$ cat src/rtl/cache_mem_arbiter.sv
// Arbitrates the shared four-bank main memory between the I-cache and D-cache FSMs.
// Grants whole transactions round-robin and drains bank activity before a hand-over.
module cache_mem_arbiter #(
  parameter int unsigned DATA_W    = 16,
  parameter int unsigned BANKS     = 4,
  parameter int unsigned DRAIN_MAX = 8
) (
  input  logic              clk,
  input  logic              rst,
  input  logic              i_req,
  input  logic [DATA_W-1:0] i_addr,
  input  logic [DATA_W-1:0] i_data_in,
  input  logic              i_wr,
  input  logic              i_rd,
  output logic              i_grant,
  output logic [DATA_W-1:0] i_data_out,
  output logic              i_stall,
  output logic              i_err,
  input  logic              d_req,
  input  logic [DATA_W-1:0] d_addr,
  input  logic [DATA_W-1:0] d_data_in,
  input  logic              d_wr,
  input  logic              d_rd,
  output logic              d_grant,
  output logic [DATA_W-1:0] d_data_out,
  output logic              d_stall,
  output logic              d_err,
  output logic [DATA_W-1:0] m_addr,
  output logic [DATA_W-1:0] m_data_in,
  output logic              m_wr,
  output logic              m_rd,
  input  logic [DATA_W-1:0] m_data_out,
  input  logic              m_stall,
  input  logic [BANKS-1:0]  m_busy,
  input  logic              m_err,
  output logic              drain_err
);

  localparam int unsigned CNT_W = $clog2(DRAIN_MAX + 1);

  typedef enum logic [1:0] {
    IDLE  = 2'b00,
    OWN_I = 2'b01,
    OWN_D = 2'b10,
    DRAIN = 2'b11
  } state_t;

  state_t           state, state_n, release_st;
  logic             last_owner, last_owner_n;
  logic [CNT_W-1:0] drain_cnt, drain_cnt_n;
  logic             drain_err_n;
  logic             busy_any, other_req, owner_req;
  logic             i_act, d_act;

  always_ff @(posedge clk) begin
    if (rst) begin
      state      <= IDLE;
      last_owner <= 1'b0;
      drain_cnt  <= '0;
      drain_err  <= 1'b0;
    end else begin
      state      <= state_n;
      last_owner <= last_owner_n;
      drain_cnt  <= drain_cnt_n;
      drain_err  <= drain_err_n;
    end
  end

  // last_owner always names the current (or draining) owner outside IDLE
  always_comb begin
    state_n      = state;
    last_owner_n = last_owner;
    drain_cnt_n  = drain_cnt;
    drain_err_n  = 1'b0;
    busy_any     = |m_busy;
    other_req    = last_owner ? i_req : d_req;
    owner_req    = last_owner ? d_req : i_req;
    release_st   = other_req ? (last_owner ? OWN_I : OWN_D) : IDLE;

    case (state)
      IDLE: begin
        if (i_req && d_req) begin
          state_n      = last_owner ? OWN_I : OWN_D;
          last_owner_n = ~last_owner;
        end else if (d_req) begin
          state_n      = OWN_D;
          last_owner_n = 1'b1;
        end else if (i_req) begin
          state_n      = OWN_I;
          last_owner_n = 1'b0;
        end
      end
      OWN_I, OWN_D: begin
        if (!owner_req) begin
          if (!busy_any) begin
            state_n = release_st;
            if (other_req) last_owner_n = ~last_owner;
          end else begin
            state_n     = DRAIN;
            drain_cnt_n = '0;
          end
        end
      end
      DRAIN: begin
        if (!busy_any) begin
          state_n = release_st;
          if (other_req) last_owner_n = ~last_owner;
        end else if (drain_cnt == CNT_W'(DRAIN_MAX - 1)) begin
          state_n     = IDLE;
          drain_err_n = 1'b1;
          drain_cnt_n = '0;
        end else begin
          drain_cnt_n = drain_cnt + CNT_W'(1);
        end
      end
      default: state_n = IDLE;
    endcase
  end

  assign i_grant = (state == OWN_I);
  assign d_grant = (state == OWN_D);

  // Owner-side mux; a simultaneous rd+wr is blocked and flagged instead of forwarded
  always_comb begin
    m_addr     = '0;
    m_data_in  = '0;
    m_wr       = 1'b0;
    m_rd       = 1'b0;
    i_data_out = '0;
    d_data_out = '0;
    i_err      = 1'b0;
    d_err      = 1'b0;
    i_act      = i_grant & i_req;
    d_act      = d_grant & d_req;
    if (i_act) begin
      i_data_out = m_data_out;
      i_err      = m_err | (i_wr & i_rd);
      if (!(i_wr && i_rd)) begin
        m_addr    = i_addr;
        m_data_in = i_data_in;
        m_wr      = i_wr;
        m_rd      = i_rd;
      end
    end else if (d_act) begin
      d_data_out = m_data_out;
      d_err      = m_err | (d_wr & d_rd);
      if (!(d_wr && d_rd)) begin
        m_addr    = d_addr;
        m_data_in = d_data_in;
        m_wr      = d_wr;
        m_rd      = d_rd;
      end
    end
    i_stall = (i_req & ~i_grant) | (i_grant & m_stall);
    d_stall = (d_req & ~d_grant) | (d_grant & m_stall);
  end

endmodule

$ cat config.mk
export PLATFORM = sky130hd
export DESIGN_NAME = cache_mem_arbiter
export DESIGN_NICKNAME = d
export VERILOG_FILES = /design/src/rtl/cache_mem_arbiter.sv
export SDC_FILE = /design/constraint.sdc
export NUM_CORES = 1
export LEC_CHECK = 0
export CAP_MARGIN = 5
export CORE_ASPECT_RATIO = 1.5
export CORE_MARGIN = 8
export CORE_UTILIZATION = 25
export CTS_CLUSTER_SIZE = 16
export DETAILED_ROUTE_END_ITERATION = 8
export GPL_ROUTABILITY_DRIVEN = 0
export PLACE_DENSITY = 0.85
export REMOVE_ABC_BUFFERS = 1
export SYNTH_ARGS = -nofsm -noshare
export SYNTH_HDL_FRONTEND = slang
export SYNTH_SLANG_ARGS = --single-unit
$ cat constraint.sdc
create_clock -name clk -period 2.5 [get_ports clk]
set_clock_uncertainty 0.2 [all_clocks]
set_input_delay 0.375 -clock clk [delete_from_list [all_inputs] [get_ports clk]]
set_output_delay 0.375 -clock clk [all_outputs]
set_load 0.02 [all_outputs]
==> flow_summary.ini <==
[run_status]
outcome = finished clean

[cts]
h-tree-depth = 1
cts_tree = yes
root_buffer = clkbuf_8
clock_sinks = 8
post_cts_buffers = 0
clockBufferDepth = 2
clock_latency_ns = 0.23
cts_buffers = 3
clkTransAtPathRegs_ns = 0.04

[finish]
fin_cells = 398
fin_util_pct = 62.8
layout_common_cells = clkdlybuf4s50_1, a22o_1, buf_2
postLayoutCellArea_um2 = 2970
multi_input_area_um2 = 971
drive_above_1_share_pct = 18.7
fin_nets = 434
regArea_um2 = 160
fillCellCount = 435
syn_to_final_growth_pct = 146
antenna_cells = 0
layout_commonest_cell = clkdlybuf4s50_1

[setup_path]
crit_required_ns = 1.92
worstSetupEndpointType = output port
arrival_ns = 1.86
cp_max_fo = 21
start_kind = primary input
critPathKind = in2out

[detailed_routing]
vias = 1962
antenna_left = 0
drt_pre_antenna_iters = 4
viasPerCell = 4.93
drtIter0Drc = 99
wire_per_inst_um = 19.9
drc = 0
wl_um = 7920

[global_route]
grt_pass1_wl_um = 11500
antenna_found_initial = 0
grt_usage_pct = 20.0
grt-ovfl-total = 0
grt_pass1_vias = 1989
grt_max_degree = 33

[sta]
period_share_pct = 97.6
setup_ws_ns = 0.0610
maxSlewHeadroom_pct = 65.0
hold_violations = 0
maxSlewViolCount = 0
worst_slew_pin_slew_ns = 0.521
finalSetupViolCount = 0
fmax_mhz = 410
min_period_ns = 2.44

[place]
io_buffers = 166
placed_area_um2 = 3070
dp.cells = 395
place_ws_ns = -0.328
place_hpwl_um = 6740

[pwr]
combPwrFrac_pct = 82.8
netSwitchingFraction_pct = 46.8
power_density_nw_per_um2 = 632
power_mw = 1.88
p_sw_mw = 0.879
ir_worst_vdd_v = 0.000456
p_int_mw = 0.998
p_clk_share_pct = 8.3
power_leakage_nw = 1.62
seq_power_share_pct = 8.9

[floorplan]
io_pins = 167
rows = 31
coreArea_um2 = 4730
die_w_um = 72.7
start_util_pct = 25.5
dieArea_um2 = 7360
fp.dieH_um = 101

[run]
maxCapViolations = 0

[synth]
ys.flop_type = dfxtp_1
syn_inst = 157
async_flop_share_pct = 0
synth-edff-count = 0
syn_avg_cell_area_um2 = 7.69
synth_seq_cells = 8
synth_cell_type_count = 37
synth_area_um2 = 1210
seq_area_frac_synth_pct = 13.3
ys_warn_count = 0

[worst_hold_path]
holdCritPathClass = reg2reg
per-layer routing:
layer	track usage [%]	routed length, um
met1	20.6	2830
met2	36.4	3990
met3	6.87	888
met4	6.50	212
met5	0	0
worst max-delay path, cell delays in order:
cell,delay (ns)
clkdlybuf4s50_1,0.52
buf_6,0.19
and3_1,0.18
clkdlybuf4s50_1,0.60
logic make-up after synthesis:
| group | count (synthesis) | share of synthesized area [%] |
|---|---|---|
| compound gates | 59 | 39.2 |
| mux | 3 | 3.11 |
| flops | 8 | 13.3 |
| simple gates | 62 | 31.1 |
| buf+inv | 19 | 7.15 |
| fa+ha+maj | 6 | 6.22 |
power by group through the flow:
stage | sequential [mW] | combinational (mW) | clock (mW)
2_1_floorplan | 0.171 | 0.833 | 0
5_1_grt | 0.169 | 1.68 | 0.165
3_3_place_gp | 0.168 | 1.66 | 0
4_1_cts | 0.166 | 1.62 | 0.164
3_5_place_dp | 0.168 | 1.69 | 0
6_report | 0.167 | 1.55 | 0.156
final cells by class:
class / instances / area share (%)
clock buffer: 3 / 1.39
tap: 66 / 2.78
inverter: 7 / 0.885
sequential: 8 / 5.39
timing repair buffer: 184 / 56.9
multi-input combinational: 130 / 32.7
cell usage after synthesis, types with 5 or more instances:
| cell type | number | area [um2] |
|---|---|---|
| dfxtp_1 | 8 | 160 |
| buf_2 | 6 | 30.0 |
| clkbuf_1 | 5 | 18.8 |
| a21oi_1 | 11 | 55.1 |
| ha_1 | 6 | 75.1 |
| nand2_1 | 7 | 26.3 |
| nand2b_1 | 5 | 31.3 |
| and3_1 | 17 | 106 |
| a22o_1 | 32 | 280 |
| inv_1 | 7 | 26.3 |
| nand3_1 | 5 | 25.0 |
| and2_1 | 17 | 106 |
final timing paths:
check | slack [ns] | endpoint | cells past startpoint | from
min | 0.28 | drain_cnt[3] | 2 | drain_cnt[3]
max | 0.06 | i_data_out[9] | 4 | i_req
max reg2reg | 0.40 | drain_cnt[2] | 8 | state[0]
min reg2reg | 0.28 | drain_cnt[3] | 2 | drain_cnt[3]
flip-flops by register name, indices dropped and copies added, names as in the netlist:
name / count
state: 2
drain_err: 1
drain_cnt: 4
last_owner: 1
per-stage QoR:
stage | setup TNS [ns] | hold WS [ns]
finish | 0 | 0.283
global route | -0.000698 | 0.309
CTS | 0 | 0.290
detailed placement | -11.88 | 0.285
global placement | -10.08 | 0.270
floorplan | -26.81 | 0.244
repair_timing:
action                     in CTS  in global routing
resized for setup             104                 56
pin swaps                       0                  0
setup endpoints to repair      52                 48
hold buffers                    0                  0
(Power assumes the default switching activity.)
